`src/rtl/conv_tap_multiplier.sv`:
```
// conv_tap_multiplier: holds 5 serially loaded weights and a 5-sample sliding
// window over the pixel stream; each time a full window advances it presents
// five registered unsigned tap products with a one-cycle Enable strobe.
module conv_tap_multiplier #(
    parameter int Bit_width = 8
) (
    input  logic                     Clk,
    input  logic                     Rst_n,
    input  logic                     Weight_load,
    input  logic [Bit_width-1:0]     Weight_in,
    input  logic                     Data_valid,
    input  logic [Bit_width-1:0]     Data_in,
    output logic                     Data_ready,
    input  logic                     Flush,
    output logic [2*Bit_width-1:0]   Mul_result_0,
    output logic [2*Bit_width-1:0]   Mul_result_1,
    output logic [2*Bit_width-1:0]   Mul_result_2,
    output logic [2*Bit_width-1:0]   Mul_result_3,
    output logic [2*Bit_width-1:0]   Mul_result_4,
    output logic                     Enable
);

    localparam int PW = 2 * Bit_width;

    logic [Bit_width-1:0] weight_q [5];
    logic [Bit_width-1:0] weight_d [5];
    logic [Bit_width-1:0] win_q    [5];
    logic [Bit_width-1:0] win_d    [5];
    logic [PW-1:0]        mul_q    [5];
    logic [PW-1:0]        mul_d    [5];
    logic [2:0]           cnt_q, cnt_d;
    logic [2:0]           fill_q, fill_d;
    logic                 wrdy_q, wrdy_d;
    logic                 pend_q, pend_d;
    logic                 en_q, en_d;
    logic                 accept_s;

    // Samples are only taken once all five weights are in place and no
    // weight beat or flush is clearing the window this cycle.
    assign Data_ready = wrdy_q & ~Weight_load & ~Flush;
    assign accept_s   = Data_valid & Data_ready;

    assign Mul_result_0 = mul_q[0];
    assign Mul_result_1 = mul_q[1];
    assign Mul_result_2 = mul_q[2];
    assign Mul_result_3 = mul_q[3];
    assign Mul_result_4 = mul_q[4];
    assign Enable       = en_q;

    // Next-state logic: weight loading, window shift/clear, product stage.
    always_comb begin
        weight_d = weight_q;
        win_d    = win_q;
        mul_d    = mul_q;
        cnt_d    = cnt_q;
        fill_d   = fill_q;
        wrdy_d   = wrdy_q;
        pend_d   = 1'b0;
        en_d     = 1'b0;

        // Product stage: a weight beat cancels the in-flight result, a flush
        // does not (it only affects later results).
        if (pend_q && !Weight_load) begin
            for (int k = 0; k < 5; k++) begin
                mul_d[k] = PW'(weight_q[k]) * PW'(win_q[k]);
            end
            en_d = 1'b1;
        end else begin
            en_d = 1'b0;
        end

        // Serial weight load; the set is complete on the beat writing Weight_4.
        if (Weight_load) begin
            for (int k = 0; k < 5; k++) begin
                if (cnt_q == 3'(k)) begin
                    weight_d[k] = Weight_in;
                end else begin
                    weight_d[k] = weight_q[k];
                end
            end
            if (cnt_q == 3'd0) begin
                wrdy_d = 1'b0;
            end else if (cnt_q == 3'd4) begin
                wrdy_d = 1'b1;
            end else begin
                wrdy_d = wrdy_q;
            end
            cnt_d = (cnt_q == 3'd4) ? 3'd0 : (cnt_q + 3'd1);
        end else begin
            cnt_d = cnt_q;
        end

        // Window: cleared by weight beats and flushes, shifted on accept.
        if (Weight_load || Flush) begin
            for (int k = 0; k < 5; k++) begin
                win_d[k] = '0;
            end
            fill_d = 3'd0;
            pend_d = 1'b0;
        end else if (accept_s) begin
            win_d[0] = Data_in;
            for (int k = 1; k < 5; k++) begin
                win_d[k] = win_q[k-1];
            end
            fill_d = (fill_q == 3'd5) ? 3'd5 : (fill_q + 3'd1);
            pend_d = (fill_d == 3'd5);
        end else begin
            pend_d = 1'b0;
        end
    end

    // State registers with asynchronous active-low clear.
    always_ff @(posedge Clk or negedge Rst_n) begin
        if (!Rst_n) begin
            for (int k = 0; k < 5; k++) begin
                weight_q[k] <= '0;
                win_q[k]    <= '0;
                mul_q[k]    <= '0;
            end
            cnt_q  <= 3'd0;
            fill_q <= 3'd0;
            wrdy_q <= 1'b0;
            pend_q <= 1'b0;
            en_q   <= 1'b0;
        end else begin
            weight_q <= weight_d;
            win_q    <= win_d;
            mul_q    <= mul_d;
            cnt_q    <= cnt_d;
            fill_q   <= fill_d;
            wrdy_q   <= wrdy_d;
            pend_q   <= pend_d;
            en_q     <= en_d;
        end
    end

endmodule
```
`config.mk`:
```
export PLATFORM = sky130hd
export DESIGN_NAME = conv_tap_multiplier
export DESIGN_NICKNAME = d
export VERILOG_FILES = /design/src/rtl/conv_tap_multiplier.sv
export SDC_FILE = /design/constraint.sdc
export NUM_CORES = 1
export LEC_CHECK = 0
export ABC_AREA = 1
export BUFFER_PORTS_ARGS = -buffer_cell sky130_fd_sc_hd__buf_2
export CORE_MARGIN = 8
export CORE_UTILIZATION = 58
export DETAILED_ROUTE_END_ITERATION = 8
export GPL_ROUTABILITY_DRIVEN = 0
export PLACE_DENSITY_LB_ADDON = 0.1
export SLEW_MARGIN = 15
export SYNTH_ARGS = -nofsm -noshare
export SYNTH_HDL_FRONTEND = slang
export SYNTH_SLANG_ARGS = --single-unit
```
`constraint.sdc`:
```
create_clock -name Clk -period 4 [get_ports Clk]
set_input_delay 0.8 -clock Clk [delete_from_list [all_inputs] [get_ports Clk]]
set_output_delay 0.8 -clock Clk [all_outputs]
set_load 0.01 [all_outputs]
```
==> out/results.tsv <==
metric	value	unit
number of fill cells	2787	
Gate Count Post-Synth	2502	
xor/xnor share of the synthesized area	1.20	%
clock root cell	clkbuf_16	
Flop pwr share	45.5	%
Die Wd	194	microns
leakage	13.6	nW
Worst-Margin Slew	1030	ps
Clock Latency Late Sink	450	ps
VDD IR max	0.311	mV
M3 GR Usage	3.71	%
top-count cell post-synth	nand2_1	
number of synthesized register bits	169	
met1 GRT Util	30.0	%
CTS tree	built	
Die Y	194	microns
sw power	1.78	mW
Final Hold Fails	0	
total negative slack	0	ps
first-pass GRT wire length	72400	microns
post-synthesis area per instance	7.31	sq um
total power	5.05	mW
Bufs on Longest Clock Path	2	
Sw Share	35.2	%
initial cell density of the core	58.4	%
grt peak-use layer	met2	
vias in the first global route	15100	
gr ovfl total	0	
max cap viols	0	
Yosys top cell area share	23.1	%
Via-to-Cell Ratio	5.01	
die area	37500	sq um
worst hold margin	365	ps
post-synthesis sequential area ratio	23.1	%
asr flop ratio synth	100	%
Core Rows	65	
combinational share of power	20.5	%
GR Util met2	40.4	%
fraction of the mapped netlist area in adder cells	32.4	%
synth cell count leaders	nand2_1 (819), inv_1 (684), ha_1 (185)	
Syn-to-layout area delta	11.1	%
IO Pins	103	
worst reg2reg path depth	17	
reg-to-reg slack, setup	150	ps
post-route clock period utilization	96.3	%
gr usage total	23.1	%
Int Power	3.27	mW
first-iteration detailed-routing DRC count	931	
main combinational cell family by area after synthesis	adder cells	
largest net degree at the start of global routing	101	
Fmax	260	MHz
synthesized net count	2888	
Area contributors post-synth	dfrtp_1 (23%), fa_1 (20%), nand2_1 (17%)	
kind of end point of the critical path	register	
ANT nets after route	0	
area post-placement	19200	sq um
number of buffers created by CTS	17	
share of layout cells above drive strength 1	12.0	%
Synth Flop Type	dfrtp_1	
# diodes	0	
hpwl dp	32700	microns
fin area	20300	sq um
initial antenna violation count	1	
Final Max Slew Viols	0	
clk slew on worst S/H paths	80	ps
Synth Area in Compound Gates	3.82	%
final setup skew	12.4	ps
Required @ worst endpoint	4330	ps
Tmin final	3850	ps
post-synthesis simple-gate area fraction	22.6	%
Worst Path Max Fanout	6	
Critical Path AT	4190	ps
Port Buffers	102	
Slew headroom	31.6	%
critical path type	register to register	
outcome	complete, no violations	
Placeable Area	31300	sq um
Routed Wire Length	42600	microns
pwr dens	249	nW/um^2
min-delay worst type	primary input to async pin	
Final #Nets	2986	
DR pass1 iterations	5	
crit path from	win_q[34]$_DFFE_PN0P_	
Synth Warn #	0	
Yosys cell types	33	
biggest area consumer among synthesized cells	dfrtp_1	
DR WL/cell	14.1	microns
post-synthesis mux area share	0	%
clock network power share	34.0	%
Synth Cell Area	18300	sq um
Max H-tree Level	4	
number of enable flip-flop cells after synthesis	0	
routed via count	15100	
CP endpoint	Mul_result_0[9]$_DFFE_PN0P_	
Clock Sinks	169	
reg-to-reg startpoint	win_q[34]$_DFFE_PN0P_	
Final setup violation count	0	
drc violations	0	
CP startpoint kind	register	
r2r endpoint	Mul_result_0[9]$_DFFE_PN0P_	
-- worst max-delay path, cell delays in order, from the launching register on --
cell and delay, ps:
dfrtp_2 460, buf_4 160, nand2_1 60, inv_1 50
fa_1 440, fa_1 500, inv_1 60, fa_1 550
fa_1 400, inv_1 110, ha_4 220, nand3_1 90
nand3_1 110, nand2_1 80, nand2_1 50, or2_2 260
nand3_1 60, nand2_1 70
-- cells in the final DEF, fill, tap and decap left out, types with 10 or more instances in the layout --
master / instances
ha_1: 167
a21oi_1: 25
nand3_1: 106
buf_2: 101
fa_1: 179
dfrtp_2: 49
o21ai_0: 47
ha_4: 15
clkbuf_16: 17
nor2_1: 35
nand4_1: 25
o22ai_1: 24
buf_4: 82
xnor2_1: 15
o21ai_1: 35
xor2_1: 10
dfrtp_1: 120
inv_1: 684
nand2_1: 818
-- sequential cells by signal, summed over array words and instances (netlist names) --
signal and flops:
Enable 1, Mul_result_0 16, Mul_result_1 16, Mul_result_2 16
Mul_result_3 16, Mul_result_4 16, cnt_q 3, fill_q 3
pend_q 1, weight_q 40, win_q 40, wrdy_q 1
-- power groups by stage --
stage	logic (mW)	registers, mW	clock network [mW]
3_5_place_dp	0.875	2.32	0
6_report	1.03	2.30	1.72
4_1_cts	0.880	2.29	1.74
5_1_grt	1.16	2.33	1.81
2_1_floorplan	0.792	2.00	0
3_3_place_gp	0.847	2.31	0
-- metrics by stage --
stage | std cells | setup WS (ps) | util (%)
after global placement | 2947 | 62.4 | 61.3
after global routing | 3015 | -31.3 | 64.9
after detailed placement | 2947 | 27.0 | 61.3
after floorplan | 2502 | 194 | -
final | 3015 | 148 | 64.9
after CTS | 2979 | 0.0409 | 63.1
-- kinds of logic (layout without fill, tap and decap cells) --
| kind of cell | Yosys count | in the layout |
|---|---|---|
| xor gates and xnor gates | 25 | 25 |
| DFF | 169 | 169 |
| adders and majority gates | 365 | 365 |
| AOI/OAI and AO/OA | 132 | 132 |
| buffers and inverters | 796 | 907 |
| and+or+nand+nor | 1015 | 1015 |
-- timing repair --
action / CTS / global route
pin swaps: 0 / 2
setup endpoints to repair: 2 / 41
setup buffers: 0 / 36
gates resized for setup: 1 / 80
hold buffers: 0 / 0
endpoints found under the hold margin: 0 / 0
-- worst min path at each step --
stage / from / to / slack, ps / depth (start not counted)
3_5_place_dp: Mul_result_4[1]$_DFFE_PN0P_ / Mul_result_4[1]$_DFFE_PN0P_ / 450 / 2
4_1_cts: Rst_n / Mul_result_0[12]$_DFFE_PN0P_ / 390 / 1
2_1_floorplan: fill_q[1]$_DFFE_PN0P_ / pend_q$_DFF_PN0_ / 470 / 1
3_3_place_gp: Mul_result_4[1]$_DFFE_PN0P_ / Mul_result_4[1]$_DFFE_PN0P_ / 450 / 2
5_1_grt: Rst_n / Mul_result_0[15]$_DFFE_PN0P_ / 430 / 1
6_report: Rst_n / Mul_result_0[12]$_DFFE_PN0P_ / 370 / 1
-- layer usage --
metal	vias up	wire length, microns
met4	0	525
met5	-	0
met2	387	21000
li1	7481	-
met3	46	2170
met1	7182	18900
-- area by class of cell --
class | instances | area (sq um) | share of cell area [%]
Multi-Input combinational cell | 1537 | 11200 | 55.1
Sequential cell | 169 | 4290 | 21.1
Inverter | 687 | 2580 | 12.7
Timing Repair Buffer | 188 | 1170 | 5.75
Tap cell | 402 | 503 | 2.48
Clock buffer | 19 | 433 | 2.13
Clock inverter | 13 | 150 | 0.739
Note: power is estimated with default switching activity, not from simulation.
